`config.mk`:
```
export PLATFORM = sky130hd
export DESIGN_NAME = simon_seq_ctrl
export DESIGN_NICKNAME = d
export VERILOG_FILES = /design/src/rtl/simon_pkg.sv /design/src/rtl/simon_lfsr.sv /design/src/rtl/simon_seq_ctrl.sv
export SDC_FILE = /design/constraint.sdc
export NUM_CORES = 1
export LEC_CHECK = 0
export CAP_MARGIN = 20
export CORE_UTILIZATION = 41
export DETAILED_ROUTE_END_ITERATION = 12
export HOLD_SLACK_MARGIN = 0.08
export PLACE_DENSITY = 0.65
export SYNTH_ARGS = -nofsm -noshare
export SYNTH_HDL_FRONTEND = slang
export SYNTH_HIERARCHICAL = 1
export SYNTH_SLANG_ARGS = --single-unit
```
`constraint.sdc`:
```
create_clock -name clk -period 1.9 [get_ports clk]
set_input_delay 0.38 -clock clk [delete_from_list [all_inputs] [get_ports clk]]
set_output_delay 0.38 -clock clk [all_outputs]
set_load 0.005 [all_outputs]
```
`src/rtl/simon_pkg.sv`:
```
// simon_pkg: shared types and constants for the Simon Says game sequencer.
//   color_t     - 2-bit button/LED colour
//   ptr_t       - 5-bit sequence memory address
//   seq_state_t - sequencer FSM states
//   MEM_DEPTH   - number of entries in the sequence memory
//   max_u()     - helper for sizing counters from parameters
package simon_pkg;

  typedef enum logic [1:0] {
    RED    = 2'd0,
    GREEN  = 2'd1,
    BLUE   = 2'd2,
    YELLOW = 2'd3
  } color_t;

  typedef logic [4:0] ptr_t;

  typedef enum logic [3:0] {
    S_IDLE,
    S_APPEND,
    S_PLAY_RD,
    S_PLAY_SHOW,
    S_PLAY_GAP,
    S_IN_RD,
    S_IN_WAIT,
    S_WIN,
    S_LOSE
  } seq_state_t;

  localparam int unsigned MEM_DEPTH = 30;

  function automatic int unsigned max_u(input int unsigned a, input int unsigned b);
    return (a > b) ? a : b;
  endfunction

endpackage

```
`src/rtl/simon_lfsr.sv`:
```
// simon_lfsr: free-running 16-bit Fibonacci LFSR (taps 16,14,13,11).
//   clk   in  system clock, advances on every posedge
//   rst_n in  asynchronous active-low reset, loads SEED
//   rnd   out low two bits of the current LFSR state
// SEED must be non-zero, otherwise the register locks up at zero.
module simon_lfsr #(
  parameter logic [15:0] SEED = 16'hACE1
) (
  input  logic       clk,
  input  logic       rst_n,
  output logic [1:0] rnd
);

  logic [15:0] state;
  logic        fb;

  assign fb  = state[15] ^ state[13] ^ state[12] ^ state[10];
  assign rnd = state[1:0];

  always_ff @(posedge clk or negedge rst_n) begin
    if (!rst_n) begin
      state <= SEED;
    end else begin
      state <= {state[14:0], fb};
    end
  end

endmodule

```
`src/rtl/simon_seq_ctrl.sv`:
```
// simon_seq_ctrl: Simon Says game sequencer.
// Each round appends one pseudo-random colour to the sequence memory, plays
// the whole sequence on the LED, then checks player presses against memory.
// The sequence memory is negedge-clocked with a registered read port, so a
// read issued in one cycle is available at the posedge ending that cycle;
// r_ptr is held until the next read is issued.
//
// Ports:
//   clk          in   system clock (posedge)
//   rst_n        in   asynchronous active-low reset
//   start        in   one-cycle pulse, starts a game (ignored while busy)
//   btn_valid    in   one-cycle pulse, one player press
//   btn_color    in   colour of the press
//   mem_data_in  out  memory write data, [1:0] colour, [5:2] zero
//   mem_w_ptr    out  memory write address
//   mem_r_ptr    out  memory read address
//   mem_w_en     out  memory write enable
//   mem_r_en     out  memory read enable
//   mem_data_out in   memory read data, only [1:0] used
//   led_en       out  LED lit
//   led_color    out  colour shown on the LED
//   level        out  current sequence length
//   busy         out  game in progress (not IDLE/WIN/LOSE)
//   win          out  held high in WIN
//   lose         out  held high in LOSE
//
// Optional feature: define SIMON_TIMEOUT_EN to lose the game when no press
// arrives within TIMEOUT_CYCLES cycles of entering the input-wait state.
module simon_seq_ctrl
  import simon_pkg::*;
#(
  parameter int unsigned MAX_LEN        = 30,
  parameter int unsigned SHOW_CYCLES    = 16,
  parameter int unsigned GAP_CYCLES     = 8,
  parameter logic [15:0] LFSR_SEED      = 16'hACE1,
  parameter int unsigned TIMEOUT_CYCLES = 1024
) (
  input  logic       clk,
  input  logic       rst_n,
  input  logic       start,
  input  logic       btn_valid,
  input  logic [1:0] btn_color,
  output logic [5:0] mem_data_in,
  output logic [4:0] mem_w_ptr,
  output logic [4:0] mem_r_ptr,
  output logic       mem_w_en,
  output logic       mem_r_en,
  input  logic [5:0] mem_data_out,
  output logic       led_en,
  output logic [1:0] led_color,
  output logic [4:0] level,
  output logic       busy,
  output logic       win,
  output logic       lose
);

  // One shared phase counter serves show, gap and timeout timing.
  localparam int unsigned CNT_MAX = max_u(max_u(SHOW_CYCLES, GAP_CYCLES), TIMEOUT_CYCLES);
  localparam int unsigned CNT_W   = $clog2(CNT_MAX + 1);

  seq_state_t       state;
  ptr_t             idx;
  logic [CNT_W-1:0] cnt;
  color_t           exp_color;
  logic [1:0]       rnd;
  logic             unused_data_hi;

  assign unused_data_hi = ^mem_data_out[5:2];

  simon_lfsr #(.SEED(LFSR_SEED)) u_lfsr (
    .clk   (clk),
    .rst_n (rst_n),
    .rnd   (rnd)
  );

  // Write data is taken from the LFSR in the APPEND cycle itself and forced
  // to zero whenever no write is in progress.
  assign mem_data_in = mem_w_en ? {4'b0000, rnd} : '0;

  always_ff @(posedge clk or negedge rst_n) begin
    if (!rst_n) begin
      state     <= S_IDLE;
      idx       <= '0;
      cnt       <= '0;
      exp_color <= RED;
      mem_w_ptr <= '0;
      mem_r_ptr <= '0;
      mem_w_en  <= 1'b0;
      mem_r_en  <= 1'b0;
      led_en    <= 1'b0;
      led_color <= '0;
      level     <= '0;
      busy      <= 1'b0;
      win       <= 1'b0;
      lose      <= 1'b0;
    end else begin
      mem_w_en <= 1'b0;
      mem_r_en <= 1'b0;
      case (state)
        S_IDLE, S_WIN, S_LOSE: begin
          if (start) begin
            state     <= S_APPEND;
            level     <= '0;
            mem_w_en  <= 1'b1;
            mem_w_ptr <= '0;
            busy      <= 1'b1;
            win       <= 1'b0;
            lose      <= 1'b0;
          end
        end
        S_APPEND: begin
          level     <= level + 5'd1;
          idx       <= '0;
          mem_r_en  <= 1'b1;
          mem_r_ptr <= '0;
          state     <= S_PLAY_RD;
        end
        S_PLAY_RD: begin
          led_en    <= 1'b1;
          led_color <= mem_data_out[1:0];
          cnt       <= '0;
          state     <= S_PLAY_SHOW;
        end
        S_PLAY_SHOW: begin
          if (cnt == CNT_W'(SHOW_CYCLES - 1)) begin
            led_en <= 1'b0;
            cnt    <= '0;
            state  <= S_PLAY_GAP;
          end else begin
            cnt <= cnt + 1'b1;
          end
        end
        S_PLAY_GAP: begin
          if (cnt == CNT_W'(GAP_CYCLES - 1)) begin
            mem_r_en <= 1'b1;
            if ((idx + 5'd1) == level) begin
              idx       <= '0;
              mem_r_ptr <= '0;
              state     <= S_IN_RD;
            end else begin
              idx       <= idx + 5'd1;
              mem_r_ptr <= idx + 5'd1;
              state     <= S_PLAY_RD;
            end
          end else begin
            cnt <= cnt + 1'b1;
          end
        end
        S_IN_RD: begin
          // Any press in this cycle is dropped; the expected colour is not
          // available until the posedge that ends it.
          exp_color <= color_t'(mem_data_out[1:0]);
          cnt       <= '0;
          state     <= S_IN_WAIT;
        end
        S_IN_WAIT: begin
          if (btn_valid) begin
            if (btn_color != exp_color) begin
              busy  <= 1'b0;
              lose  <= 1'b1;
              state <= S_LOSE;
            end else if ((idx + 5'd1) != level) begin
              idx       <= idx + 5'd1;
              mem_r_ptr <= idx + 5'd1;
              mem_r_en  <= 1'b1;
              state     <= S_IN_RD;
            end else if (level == 5'(MAX_LEN)) begin
              busy  <= 1'b0;
              win   <= 1'b1;
              state <= S_WIN;
            end else begin
              mem_w_en  <= 1'b1;
              mem_w_ptr <= level;
              state     <= S_APPEND;
            end
          end
`ifdef SIMON_TIMEOUT_EN
          else if (cnt == CNT_W'(TIMEOUT_CYCLES - 1)) begin
            busy  <= 1'b0;
            lose  <= 1'b1;
            state <= S_LOSE;
          end else begin
            cnt <= cnt + 1'b1;
          end
`endif
        end
        default: state <= S_IDLE;
      endcase
    end
  end

endmodule

```
---- Word-level counts from Yosys, hierarchy flattened ----
Index checks and enable logic that the tools add are counted.
storage, ports and cells
  register bits after elaboration ......... 56
  logic and storage cells ................. 118
operators by class
  add/sub/neg operators ................... 3
  equality and inequality tests ........... 27
  mux-type cells .......................... 54
  bitwise gates (word level) .............. 3
  reductions and logical operators ........ 17
operator list
  cell                   count
  $mux 5                 10
  $pmux 11 s3            1
  $pmux 4 s7             1
  $mux 1                 22
  $mux 11                2
  $ne 2x2->1 const B     11
  $mux 4                 5
  $pmux 5 s2             2
  $eq 4x3->1 const B     4
  $pmux 5 s3             1
  $reduce_and 6->1       2
  $add 11x1->11 const B  1
  $eq 11x3->1 const B    1
  $eq 11x4->1 const B    1
  $add 5x1->5 const B    2
  $pmux 1 s2             5
  $reduce_and 5->1       2
  $mux 3                 3
  $eq 4x2->1 const B     2
  $reduce_and 4->1       2
  $ne 3x3->1 const B     2
  $reduce_and 2->1       3
  $reduce_bool 2->1      3
  $reduce_bool 3->1      2
  12 further kinds       14

---- Logic depth before layout (Yosys ltp) ----
Gate-level depths: netlist of run 1.
  depth in word-level cells ............... 6
  depth in mapped cells ................... 8

---- Hierarchy ----
Netlist of run 1, hierarchy kept.
by module, submodules not included
  module          instances  cells each  area each (um^2)  seq. area each (um^2)
  simon_seq_ctrl  1          247         2,383.5           1,001.0
  simon_lfsr      1          21          451.7             410.4

---- Worst setup path before layout of run 1 ----
OpenSTA, ideal clock, no wires.
  path type ............................... register -> register
  from .................................... register idx[0]
  to ...................................... register, netlist name state[2]
  setup time .............................. 0.127 ns
  arrival time ............................ 1.790 ns
  required time ........................... 1.773 ns
  slack ................................... -0.018 ns
  cell stages (with the launch flop) ...... 8
  path buffers ............................ 0
  clock period less this slack ............ 1.918 ns
  cells stage by stage .................... dfrtp_1 -> ha_1 -> o21ba_2 -> a32oi_1 -> o2111a_1 -> nand2_1 -> a222oi_1 -> o21ai_1
RTL lines
  what                    RTL line               RTL
  start, declared         simon_seq_ctrl.sv:62   ptr_t idx;
  start signal, assigned  simon_seq_ctrl.sv:141  idx <= idx + 5'd1;
  start signal, assigned  simon_seq_ctrl.sv:163  idx <= idx + 5'd1;

---- Worst setup path after layout of run 1 ----
  from .................................... register idx[0]
  to ...................................... register idx[3]
between the ends
  word-level cells in the longest chain between the ends .. 5
  elaborated cells on any way between the ends .. 11
  classes of those cells .................. 1 x add/sub; 3 x eq/ne; 6 x mux; 1 x reduce/logical
ends and longest elaborated chain
  what                                         RTL line                                      RTL
  $add 5x1->5 (*)                              n/a
  $eq 5x5->1 / $mux 5 (equally long branches)  simon_seq_ctrl.sv:136, simon_seq_ctrl.sv:162
  $mux 5, on equally long branches             simon_seq_ctrl.sv:136, simon_seq_ctrl.sv:158
  $mux 5, on equally long branches             simon_seq_ctrl.sv:134, simon_seq_ctrl.sv:157
  $pmux 5 s3                                   simon_seq_ctrl.sv:99                          case (state)
Mark *: on every way between the ends. The rest lies on a longest branch, timed or not. The select of a mux whose other input is x is not followed.
A chain may end at the register's enable or synchronous reset.

==> results of run 1 <==
-- placed cells by master, fill, tap and decap left out, types with 3 or more instances in the layout --
| master | n |
|---|---|
| a21oi_1 | 6 |
| and2_1 | 3 |
| and3_1 | 5 |
| buf_4 | 41 |
| clkbuf_8 | 5 |
| clkdlybuf4s50_1 | 31 |
| conb_1 | 4 |
| dfrtp_1 | 44 |
| dfrtp_2 | 4 |
| dfstp_2 | 8 |
| ha_1 | 3 |
| inv_1 | 8 |
| mux2_2 | 5 |
| nand2_1 | 20 |
| nand2_2 | 3 |
| nand2b_1 | 7 |
| nand3_1 | 12 |
| nand4_1 | 3 |
| nor2_1 | 7 |
| nor2b_1 | 3 |
| nor3b_1 | 3 |
| o21ai_0 | 32 |
| o21ai_1 | 7 |
| o31ai_1 | 4 |
| xnor2_1 | 7 |
| xor2_1 | 6 |
-- cells by family (layout without fill, tap and decap cells) --
| family | after synthesis | after routing | synth area share |
|---|---|---|---|
| other cells | 1 | 4 | 0.001323 |
| fa+ha+maj | 4 | 4 | 0.01765 |
| compound gates | 72 | 72 | 0.1650 |
| buf+inv | 23 | 92 | 0.04854 |
| xor+xnor | 14 | 14 | 0.04325 |
| simple gates | 91 | 92 | 0.1995 |
| mux | 7 | 7 | 0.02692 |
| flops | 56 | 56 | 0.4978 |
-- power by group through the flow --
stage	registers (uW)	logic [uW]	clock network [uW]
after floorplan	1550	1190	0
after global placement	1560	1990	0
after detailed placement	1570	2010	0
after CTS	1560	2130	824
after global routing	1560	2560	860
final	1540	2340	794
-- area by class of cell --
type / count / area [um2] / area share
inverters: 8 / 30.03 / 0.008062
flip-flops and latches: 56 / 1416 / 0.3802
clock buffers: 5 / 68.82 / 0.01847
well taps: 77 / 96.34 / 0.02586
clock inverters: 3 / 46.29 / 0.01243
repair buffers: 76 / 658.1 / 0.1767
multi-input cells: 193 / 1409 / 0.3782
-- state kept, by name, summed over array words and instances, names as in the netlist --
name / cells
busy: 1
cnt: 11
exp_color: 2
idx: 5
led_color: 2
led_en: 1
level: 5
lose: 1
mem_r_en: 1
mem_w_en: 1
mem_w_ptr: 5
state: 4
u_lfsr/state: 16
win: 1
-- per-layer routing --
metal,part of all wire,routed length [um],track usage,vias up
li1,-,-,-,1093
met1,0.45,2975,0.2590,1095
met2,0.50,3280,0.3306,60
met3,0.040,265,0.03016,2
met4,0.0037,24,0.04160,0
met5,0,0,0,-
-- worst reg2reg max path, stage by stage, from the launching register on --
cell	delay, ns
dfrtp_1	0.43
ha_4	0.20
o21ba_4	0.19
a32oi_2	0.21
o2111ai_2	0.17
buf_4	0.19
a21o_4	0.23
a21boi_2	0.12
o22ai_1	0.09
-- stage by stage --
step                cells  hold WS [ns]  setup TNS [ns]  power (uW)
floorplan             271       0.08441               0        2739
global placement      401        0.3350         -0.5868        3549
detailed placement    401        0.3367         -0.7952        3580
CTS                   413        0.3618      -0.0008002        4507
global route          418        0.3677         -0.7880        4980
finish                418        0.3620        -0.08894        4675
-- final timing paths --
path | from | end | slack (ns) | cells after the start
worst max-delay path | idx[0]$_DFFE_PN0P_ | idx[3]$_DFFE_PN0P_ | -0.03 | 8
worst min-delay path | u_lfsr/state[9]$_DFF_PN0_ | u_lfsr/state[10]$_DFF_PN1_ | 0.36 | 0
worst max register to register | idx[0]$_DFFE_PN0P_ | idx[3]$_DFFE_PN0P_ | -0.03 | 8
worst min register to register | u_lfsr/state[9]$_DFF_PN0_ | u_lfsr/state[10]$_DFF_PN1_ | 0.36 | 0
max in group asynchronous | rst_n | u_lfsr/state[5]$_DFF_PN1_ | 0.69 | 3
min in group asynchronous | rst_n | cnt[3]$_DFFE_PN0P_ | 0.58 | 2
-- timing repair --
action / in CTS / in global routing
endpoints found under the hold margin: 19 / 0
setup buffers: 3 / 5
hold buffers: 1 / 0
cloned: 0 / 1
pin swaps: 11 / 12
setup endpoints to repair: 11 / 23
resized for setup: 11 / 15
==> flow_metrics.tcl, run 1 <==
set metrics [dict create \
    drt-initial-drc-count 107 \
    synth-edff-count 0 \
    final_nets 356 \
    yosysMostFrequentCell "dfrtp_1" \
    status "finished, violations left" \
    post-route-drc-count 0 \
    cp.arrival_ns 2.13 \
    fill_cells 563 \
    yosys.area.top_type "dfrtp_1" \
    initial_core_util 0.4365 \
    cts_max_level 2 \
    core_area_um2 6495 \
    finalSetupViolations 4 \
    cts_tree "built" \
    clkPwrFrac 0.170 \
    path_clk_slew_ns 0.10 \
    slew_viol_final 0 \
    die_h_um 85.16 \
    fin_util 0.5735 \
    period_share 1.018 \
    cts_root_buffer "clkbuf_8" \
    vias_per_cell 5.383 \
    grt_antenna_before_repair 0 \
    rows 29 \
    critPathTopFamily "compound AO/OA/AOI/OAI gates" \
    cp-end-kind "flip-flop" \
    tritoncts_num_sinks 56 \
    fin_crit_ns 1.935 \
    worst_pin_slew_ns 0.5266 \
    ys_seq_area_frac 0.4978 \
    pwr-share-seq 0.329 \
    dp_hpwl_um 4491 \
    antenna_cells 0 \
    grt_max_degree 38 \
    netlist_area_um2 2835 \
    post-route-cell-area_um2 3725 \
    wl_um 6545 \
    startpoint_type "flip-flop" \
    rsz0062_at_grt "yes" \
    grt_pass1_vias 2246 \
    firstDrtPassIters 4 \
    switching_power_uw 1717 \
    grt_pass1_wl_um 11020 \
    die_w_um 85.16 \
    synth_common_cells "dfrtp_1, o21ai_0, nand2_1" \
    dpl_cell_area_um2 3456 \
    ys_ff_latch 56 \
    hold_viol_final 0 \
    num_vias 2250 \
    cts_buffers 5 \
    yosysTopAreaCellShare 0.4237 \
    p_leak_uw 0.001607 \
    dieArea_um2 7251 \
    synth.avg_cell_area_um2 10.58 \
    fin_ws_ns -0.03464 \
    synth_cells 268 \
    insertion_delay_ns 0.30 \
    violations "setup timing" \
    cp_num_buf_inv 1 \
    hold_path.class "reg2reg" \
    relSlewSlack 0.6489 \
    ys_async_sr_fraction 1.000 \
    cpMaxStageDelayCell "dfrtp_1" \
    area_growth_pct 31.38 \
    cap_viol_max_count 0 \
    synth_warnings 6 \
    switching_share 0.3672 \
    grt_overflow 0 \
    worst_ep_required_time_ns 2.10 \
    fin_worst_skew_ns 0.004975 \
    crit_chain "ha_4 -> o21ba_4 -> a32oi_2 -> o2111ai_2 -> buf_4 -> a21o_4 -> a21boi_2 -> o22ai_1" \
    synthFlopType "dfrtp_1" \
    gp_congestion 0.8350 \
    max_freq_mhz 516.9 \
    num_io_pins 41 \
    slowest_delay_ns 0.43 \
    ys_top_cells_by_area "dfrtp_1, dfstp_2, o21ai_0" \
    crit_type "reg2reg" \
    place_ws_ns -0.1150 \
    wl_per_cell_um 15.66 \
    power.internal_uw 2958 \
    final_layout_size_suffix_gt1_frac 0.2991 \
    ant_nets 0 \
    grt_usage 0.1927 \
    p_per_area_nw_per_um2 1255 \
    synth_cell_types 61 \
    p_comb_frac 0.501 \
    clockBufferDepth 2 \
    cp_max_fo 6 \
    port_buffers 32 \
    ir_drop_mv 0.6280 \
]
Power figures use the tool's default switching activity.
==> run 2: changes to the inputs <==
--- a/config.mk
+++ b/config.mk
@@ -8,8 +8,10 @@
 export CAP_MARGIN = 20
 export CORE_UTILIZATION = 41
 export DETAILED_ROUTE_END_ITERATION = 12
+export DONT_BUFFER_PORTS = 1
+export GPL_TIMING_DRIVEN = 0
 export HOLD_SLACK_MARGIN = 0.08
-export PLACE_DENSITY = 0.65
+export PLACE_DENSITY = 0.57
 export SYNTH_ARGS = -nofsm -noshare
 export SYNTH_HDL_FRONTEND = slang
 export SYNTH_HIERARCHICAL = 1
==> run 2 against run 1 <==
- the flow still finishes with violations (setup timing)
- clock-buffer cell count is the same
- utilization shrank 5.2 points
- first-iteration DRC count shrank 13%
- combinational power shrank 21%
- sequential power grew 4%
- via count shrank 9.7%
- register-to-register slack is essentially flat
- cell count shrank 11%
- critical path type unchanged
==> flow_metrics.tcl, run 2 (synthesis gave the netlist of run 1 again) <==
set metrics [dict create \
    status "finished, violations left" \
    violations "setup timing" \
    top_regs "u_lfsr/state: 16 flops, cnt: 11 flops" \
    setup_tns_ns -0.04617 \
    cts_tree "built" \
    slew_viol_final 0 \
    multi_input_area_um2 1464 \
    port_buffers 0 \
    place_ws_ns -0.1893 \
    rsz0062_at_grt "yes" \
    vias_per_cell 5.477 \
    crit_type "reg2reg" \
    insertion_delay_ns 0.31 \
    crit_chain "ha_4 -> o21ba_4 -> a32oi_4 -> o2111ai_4 -> a21o_4 -> a21boi_1 -> o22ai_1" \
    die_w_um 85.16 \
    cpMaxStageDelayCell "dfrtp_2" \
    rows 29 \
    grt_antenna_before_repair 0 \
    grt_pass1_wl_um 10050 \
    ant_nets 0 \
    period_share 1.011 \
    die_h_um 85.16 \
    grt_usage 0.1766 \
    cp_max_fo 7 \
    p_leak_uw 0.001436 \
    final_nets 309 \
    fin_crit_ns 1.920 \
    cp.arrival_ns 2.16 \
    hold_viol_final 0 \
    startpoint_type "flip-flop" \
    area_growth_pct 19.37 \
    largest_reg_flops 16 \
    mostFrequentLayoutCells "dfrtp_1, o21ai_0, nand2_1, buf_4" \
    num_vias 2032 \
    drt-initial-drc-count 93 \
    slowest_delay_ns 0.48 \
    wl_per_cell_um 16.04 \
    cts_max_level 2 \
    path_clk_slew_ns 0.11 \
    placed_cells 348 \
    fin_ws_ns -0.02040 \
    initial_core_util 0.4365 \
    max_freq_mhz 520.7 \
    grt_overflow 0 \
    dpl_cell_area_um2 2953 \
    fin_worst_skew_ns 0.008131 \
    ir_drop_mv 0.6371 \
    post-route-cell-area_um2 3385 \
    cts_buffers 5 \
    firstDrtPassIters 4 \
    dp_hpwl_um 3991 \
    cap_viol_max_count 0 \
    cts_root_buffer "clkbuf_8" \
    seqCellArea_um2 1418 \
    largest-register "u_lfsr/state" \
    clockBufferDepth 2 \
    worst_ep_required_time_ns 2.14 \
    post-route-drc-count 0 \
    hold_path.class "in2reg" \
    layout_commonest_cell "dfrtp_1" \
    num_io_pins 41 \
    tritoncts_num_sinks 56 \
    finalSetupViolations 3 \
    holdWs_ns 0.1564 \
    wl_um 5952 \
    grt_max_degree 57 \
    cp-end-kind "flip-flop" \
    gp_congestion 0.7919 \
    final_layout_size_suffix_gt1_frac 0.3299 \
    stdcell_count 371 \
    p_per_area_nw_per_um2 1257 \
    antenna_cells 0 \
    grt_pass1_vias 2044 \
    core_area_um2 6495 \
    fill_cells 571 \
    dieArea_um2 7251 \
]
==> run 2: layout make-up <==
cell class              count  share of cell area
inverters                   8            0.008872
clock inverters             3             0.01368
plain buffers              15             0.03623
multi-input cells         192              0.4325
repair buffers             15             0.04104
well taps                  77             0.02847
clock buffers               5             0.02033
flip-flops and latches     56              0.4189
==> run 2: per-stage QoR <==
| step | utilization | total power [uW] |
|---|---|---|
| global route | 0.5211 | 4565 |
| floorplan | - | 2739 |
| global placement | 0.4546 | 3079 |
| finish | 0.5211 | 4255 |
| detailed placement | 0.4546 | 3091 |
| CTS | 0.4953 | 4084 |
==> run 2: per-layer routing <==
layer,vias to the layer above,routed length [um],track usage,part of all wire
met2,41,2788,0.2786,0.47
li1,994,-,-,-
met3,6,258,0.03794,0.043
met1,991,2845,0.2438,0.48
met4,0,59,0.05701,0.0099
met5,-,0,0,0
==> run 2: where the power goes <==
part	switching [uW]	internal [uW]	leakage (uW)	total [uW]
clock	411	398	0.0000548	809
combinational	988	854	0.000667	1840
sequential	228	1380	0.000715	1600
total	1630	2630	0.00144	4250
==> run 2: worst paths after layout <==
check | startpoint | end | slack [ns] | cells after the start
min in group asynchronous | rst_n | cnt[1]$_DFFE_PN0P_ | 0.58 | 2
worst max-delay path | idx[0]$_DFFE_PN0P_ | idx[4]$_DFFE_PN0P_ | -0.02 | 7
max in group asynchronous | rst_n | u_lfsr/state[15]$_DFF_PN1_ | 1.02 | 2
worst min register to register | u_lfsr/state[4]$_DFF_PN0_ | u_lfsr/state[5]$_DFF_PN1_ | 0.36 | 0
worst min-delay path | btn_valid | busy$_DFFE_PN0P_ | 0.16 | 1
worst max register to register | idx[0]$_DFFE_PN0P_ | idx[4]$_DFFE_PN0P_ | -0.02 | 7
==> run 2: timing repair <==
item | in CTS | in global routing
pin swaps | 6 | 11
setup buffers | 8 | 4
hold buffers | 2 | 0
cloned | 0 | 1
gates resized for setup | 14 | 39
endpoints found under the setup margin | 24 | 29
hold endpoints to repair | 56 | 0
==> run 2: critical path, delay by kind of cell (launching register included) <==
family	cells	cell delay, ns
fa+ha+maj	1	0.20
flops	1	0.48
compound gates	6	1.16
